File: src/rtl/mem_master_arbiter.sv
// mem_master_arbiter: round-robin sharing of one SDRAM controller port among memory masters
module mem_master_arbiter #(
  parameter int NUM_MASTERS = 16,
  parameter int ADDR_WIDTH  = 16,
  parameter int DATA_WIDTH  = 16,
  parameter int RD_TIMEOUT  = 255,
  localparam int IW = $clog2(NUM_MASTERS)
) (
  input  logic                              clk_i,
  input  logic                              srst_i,
  input  logic [NUM_MASTERS-1:0]            m_req_i,
  input  logic [NUM_MASTERS-1:0]            m_we_i,
  input  logic [NUM_MASTERS*ADDR_WIDTH-1:0] m_addr_i,
  input  logic [NUM_MASTERS*DATA_WIDTH-1:0] m_wdata_i,
  output logic [NUM_MASTERS-1:0]            m_ack_o,
  output logic [NUM_MASTERS-1:0]            m_rvalid_o,
  output logic [DATA_WIDTH-1:0]             m_rdata_o,
  output logic                              m_err_o,
  output logic                              mem_req_o,
  output logic                              mem_we_o,
  output logic [ADDR_WIDTH+IW-1:0]          mem_addr_o,
  output logic [DATA_WIDTH-1:0]             mem_wdata_o,
  input  logic                              mem_ready_i,
  input  logic [DATA_WIDTH-1:0]             mem_rdata_i,
  input  logic                              mem_rvalid_i
);
  localparam int TW = $clog2(RD_TIMEOUT + 1);
  typedef enum logic [1:0] {IDLE, ISSUE, WAIT_RD} state_t;
  state_t r_state, w_next;
  logic [IW-1:0] r_ptr, r_idx, r_mask_idx, w_gnt_idx;
  logic r_mask_v, w_gnt_v, r_we, r_err;
  logic [ADDR_WIDTH-1:0] r_addr;
  logic [DATA_WIDTH-1:0] r_wdata, r_rdata;
  logic [TW-1:0] r_cnt;
  logic [NUM_MASTERS-1:0] r_ack, r_rvalid;
  logic w_accept, w_rd_done, w_timeout;
  // Descending scan so the eligible master closest to r_ptr is the last (winning) assignment
  always_comb begin
    w_gnt_v = 1'b0;
    w_gnt_idx = '0;
    for (int k = NUM_MASTERS - 1; k >= 0; k--)
      if (m_req_i[r_ptr + IW'(k)] && !(r_mask_v && (r_ptr + IW'(k)) == r_mask_idx)) begin
        w_gnt_v = 1'b1;
        w_gnt_idx = r_ptr + IW'(k);
      end
  end
  assign w_accept  = (r_state == ISSUE) && mem_ready_i;
  assign w_rd_done = (r_state == WAIT_RD) && mem_rvalid_i;
  assign w_timeout = (r_state == WAIT_RD) && !mem_rvalid_i && (r_cnt == TW'(RD_TIMEOUT - 1));
  always_comb begin
    w_next = IDLE;
    w_next = (r_state == IDLE)  ? (w_gnt_v ? ISSUE : IDLE) :
             (r_state == ISSUE) ? (mem_ready_i ? (r_we ? IDLE : WAIT_RD) : ISSUE) :
             (r_state == WAIT_RD) ? ((w_rd_done || w_timeout) ? IDLE : WAIT_RD) : IDLE;
  end
  always_ff @(posedge clk_i) begin
    if (srst_i) r_state <= IDLE;
    else r_state <= w_next;
  end
  always_ff @(posedge clk_i) begin
    if (srst_i) begin
      r_ptr <= '0;
      r_idx <= '0;
      r_mask_idx <= '0;
      r_mask_v <= 1'b0;
      r_we <= 1'b0;
      r_addr <= '0;
      r_wdata <= '0;
      r_rdata <= '0;
      r_cnt <= '0;
      r_ack <= '0;
      r_rvalid <= '0;
      r_err <= 1'b0;
    end else begin
      r_ack <= '0;
      r_rvalid <= '0;
      r_err <= 1'b0;
      r_mask_v <= 1'b0;
      if (r_state == IDLE && w_gnt_v) begin
        r_idx <= w_gnt_idx;
        r_we <= m_we_i[w_gnt_idx];
        r_addr <= m_addr_i[w_gnt_idx*ADDR_WIDTH +: ADDR_WIDTH];
        r_wdata <= m_wdata_i[w_gnt_idx*DATA_WIDTH +: DATA_WIDTH];
      end
      if (w_accept) begin
        r_ack[r_idx] <= 1'b1;
        r_cnt <= '0;
        if (r_we) begin
          r_ptr <= r_idx + IW'(1);
          r_mask_v <= 1'b1;
          r_mask_idx <= r_idx;
        end
      end
      if (w_rd_done || w_timeout) begin
        r_rvalid[r_idx] <= 1'b1;
        r_err <= w_timeout;
        r_rdata <= w_rd_done ? mem_rdata_i : '0;
        r_mask_v <= 1'b1;
        r_mask_idx <= r_idx;
        if (w_rd_done) r_ptr <= r_idx + IW'(1);
      end else if (r_state == WAIT_RD) r_cnt <= r_cnt + TW'(1);
    end
  end
  assign m_ack_o     = r_ack;
  assign m_rvalid_o  = r_rvalid;
  assign m_rdata_o   = r_rdata;
  assign m_err_o     = r_err;
  assign mem_req_o   = (r_state == ISSUE);
  assign mem_we_o    = r_we;
  assign mem_addr_o  = {r_idx, r_addr};
  assign mem_wdata_o = r_wdata;
endmodule

File: config.mk
export PLATFORM = sky130hd
export DESIGN_NAME = mem_master_arbiter
export DESIGN_NICKNAME = d
export VERILOG_FILES = /design/src/rtl/mem_master_arbiter.sv
export SDC_FILE = /design/constraint.sdc
export NUM_CORES = 1
export LEC_CHECK = 0
export ABC_AREA = 1
export CAP_MARGIN = 10
export CORE_AREA = 3 3 252 254
export CTS_CLUSTER_SIZE = 24
export DETAILED_ROUTE_END_ITERATION = 6
export DIE_AREA = 0 0 255 257
export PLACE_DENSITY = 0.47
export SETUP_SLACK_MARGIN = 0.05
export SYNTH_ARGS = -nofsm -noshare
export SYNTH_HDL_FRONTEND = slang
export SYNTH_SLANG_ARGS = --single-unit
File: constraint.sdc
create_clock -name clk_i -period 3.9 [get_ports clk_i]
set_input_delay 0.78 -clock clk_i [delete_from_list [all_inputs] [get_ports clk_i]]
set_output_delay 0.78 -clock clk_i [all_outputs]
set_load 0.03 [all_outputs]
==> impl_metrics.tcl, run 1 <==
set metrics [dict create \
    status "finished, final reports clean" \
    clkTransAtPathRegs_ps 80 \
    path_class "reg -> reg" \
    grt_usage_pct 25.0 \
    synth_area_leaders "nand2_1 (41%), nand3_1 (20%), dfxtp_1 (17%)" \
    intPower_mw 9.10 \
    yosys.area.top_type_share_pct 41.5 \
    p_clk_share_pct 5.1 \
    max_freq_ghz 0.265 \
    antenna_found_initial 9 \
    synth_ff_type "dfxtp_1" \
    synthesis.area_sq_um 12600 \
    ys_types 43 \
    fin_util_pct 41.4 \
    cts_max_level 3 \
    worstMarginPinSlew_ps 839 \
    setup_viol 0 \
    place_congestion 0.941 \
    finalHoldViolCount 0 \
    clock_path_buffers 2 \
    synth_fp_nets 3095 \
    dpl.hpwl_microns 69000 \
    slew_viol_final 0 \
    clock_latency_ps 370 \
    cp.depth 39 \
    nets 3917 \
    cp.arrival_ps 4080 \
    synth_top_cell_by_area "nand2_1" \
    grt_remaining_overflow 0 \
    cts_root_buffer "clkbuf_16" \
    first_global_vias 19500 \
    power.leakage_nw 12.4 \
    endpoint "r_addr[11]$_SDFFE_PP0P_" \
    fp.dieH_microns 257 \
    relSlewSlack_pct 43.9 \
    cp-end-kind "flop" \
    cts_made_buffers 9 \
    reg2reg_to "r_addr[11]$_SDFFE_PP0P_" \
    slowest_delay_ps 360 \
    p_per_area_nw_per_um2 764 \
    critical_path_required_ps 4200 \
    rr_startpoint "r_ptr[1]$_SDFF_PP0_" \
    first_pass_iters 5 \
    fin_crit_ps 3780 \
    ant_nets 0 \
    finalClockSkew_ps 21.7 \
    finalCritPeriodShare_pct 96.9 \
    switching_share_pct 53.3 \
    detail_route.wl_per_cell_microns 21.8 \
    worstHoldPathType "reg -> reg" \
    drt-initial-drc-count 1509 \
    path_common_cell "nand2_1" \
    num_rows 91 \
    cp_max_fo 8 \
    critPathTopFamily "simple AND/OR/NAND/NOR gates" \
    die_area_sq_um 65500 \
    syn_area_per_cell_sq_um 5.02 \
    synthCells 2518 \
    pwr-share-seq_pct 7.6 \
    synth_edf_count 0 \
    core_area_sq_um 61500 \
    ir_drop_mv 0.311 \
    rsz0062_at_grt "true" \
    viasPerCell 4.74 \
    clkSinkCount 105 \
    startpoint "r_ptr[1]$_SDFF_PP0_" \
    grt_start_max_net_pins 58 \
    synth_seq_cells 105 \
    synthToLayoutAreaGrowth_pct 102 \
    cts_hold_buffers 0 \
    startpoint_type "flop" \
    initial_utilization_pct 20.6 \
    grt_pass1_wl_microns 123000 \
    vias 19600 \
    die-width_microns 255 \
    crit_slowest_cell "dfxtp_4" \
    r2r_slack_ps 120 \
    yosysSeqAreaShare_pct 16.6 \
    io_buffers 650 \
    drive_gt1_share_pct 23.2 \
    drv_cap 0 \
    routed_wirelength_microns 90100 \
    combPwrFrac_pct 87.2 \
    cts_tree "done" \
    p_switching_mw 10.4 \
    critical_path_buf_inv_count 11 \
    yosys_warnings 0 \
    tns_ps 0 \
    post-route-drc-count 0 \
    async_flop_share_pct 0 \
    boundaryPins 651 \
    rr_worst_depth 39 \
]
==> area by class of cell <==
type                       instances  area (sq um)
timing repair buffer             989         10700
fill                            6506         36000
multi-input combinational       2128         10900
sequential                       105          2110
clock buffer                      11           243
inverter                         107           414
clock inverter                     5          70.1
tap                              790           988
antenna                            7          17.5
==> power groups by stage <==
stage               clock (mW)  combinational [mW]  sequential [mW]
detailed placement           0                12.7             1.50
global placement             0                12.7             1.50
global route              1.07                18.2             1.50
CTS                       1.03                14.2             1.48
finish                    1.00                17.0             1.48
floorplan                    0                6.68             1.80
==> timing repair <==
action,in CTS,in global routing
pin swaps,20,147
setup endpoints to repair,33,33
resized for setup,155,406
cloned,12,26
buffers inserted,23,43
==> how the worst min path moves through the flow <==
stage	startpoint	end	slack [ps]	cells after the start
3_3_place_gp	m_rdata_o[6]$_SDFFE_PP0P_	m_rdata_o[6]$_SDFFE_PP0P_	450	2
4_1_cts	m_rdata_o[13]$_SDFFE_PP0P_	m_rdata_o[13]$_SDFFE_PP0P_	460	2
2_1_floorplan	r_mask_idx[0]$_SDFFE_PP0P_	r_mask_idx[0]$_SDFFE_PP0P_	440	2
6_report	m_rdata_o[13]$_SDFFE_PP0P_	m_rdata_o[13]$_SDFFE_PP0P_	460	2
5_1_grt	m_rdata_o[9]$_SDFFE_PP0P_	m_rdata_o[9]$_SDFFE_PP0P_	480	2
3_5_place_dp	m_rdata_o[13]$_SDFFE_PP0P_	m_rdata_o[13]$_SDFFE_PP0P_	450	2
==> metal layers <==
layer | wire length, microns | vias up | share of wire [%] | GRT usage (%)
li1 | - | 9662 | - | -
met1 | 37100 | 9084 | 41 | 30.2
met2 | 44800 | 769 | 50 | 43.8
met3 | 5410 | 126 | 6.0 | 4.70
met4 | 2780 | 4 | 3.1 | 8.96
met5 | 27 | - | 0.030 | 0
==> registers in the layout, summed over array words and instances (netlist names) <==
name         flops
m_ack_o         16
m_rdata_o       16
m_rvalid_o      16
mem_wdata_o     16
r_addr          16
r_cnt            8
r_idx            4
r_mask_idx       4
r_ptr            4
r_state          2
m_err_o          1
mem_we_o         1
r_mask_v         1
==> worst min-delay path, cell delays in order, from the launching register on <==
cell and delay, ps:
dfxtp_1 310, nand2_1 60, a21oi_1 50
==> synth_stat cells, types with 2 or more instances <==
library cell and n:
buf_2 82, a211oi_1 3, xnor2_1 4, nand2_2 9
a2111oi_0 2, nor2_1 61, clkbuf_1 44, o21ai_1 5
nand3_1 497, xor2_1 7, nand2_4 2, xor2_2 2
nor4_1 3, o21ai_0 20, a21oi_1 70, nand4_1 4
buf_6 20, dfxtp_1 105, nand2_1 1397, nor3_1 6
nand3_2 3, buf_4 24, o211ai_1 4, buf_1 7
inv_1 92, ha_1 13, a31oi_1 3, nor2_4 2
inv_2 13
==> cell usage in the layout, fill, tap and decap left out, drive strengths merged, types with 13 or more instances in the layout <==
| master | synthesis | final |
|---|---|---|
| a21oi | 71 | 71 |
| nor2 | 64 | 64 |
| buf | 133 | 314 |
| clkbuf | 45 | 33 |
| o21ai | 26 | 26 |
| inv | 106 | 109 |
| nand3 | 500 | 500 |
| nand2 | 1408 | 1408 |
| dfxtp | 105 | 105 |
| ha | 13 | 13 |
| clkdlybuf4s50 | 0 | 634 |
==> metrics by stage <==
stage / instances / worst slack (ps) / instance area [sq um] / power [mW] / hold WS (ps)
finish: 4142 / 120 / 25500 / 19.5 / 463
floorplan: 2518 / 313 / 12600 / 8.48 / 443
detailed placement: 4016 / -897 / 21500 / 14.2 / 452
global placement: 4016 / -953 / 21500 / 14.2 / 451
CTS: 4067 / 1.64 / 23000 / 16.7 / 464
global route: 4142 / -131 / 25500 / 20.8 / 484
==> cell families after synthesis <==
logic type,share of synthesized area [%]
AO/OA/AOI/OAI,5.17
XOR/XNOR,1.02
adder cells (fa/ha/maj),1.29
buffers and inverters,11.2
flip-flops,16.6
AND/OR/NAND/NOR,64.7
Note: power is estimated with default switching activity, not from simulation.
==> run 2, diff against run 1 <==
Settings changed: HOLD_SLACK_MARGIN set to 0.1.
==> results of run 2 <==
Final layout, timing and power as in run 1 (identical DEF).
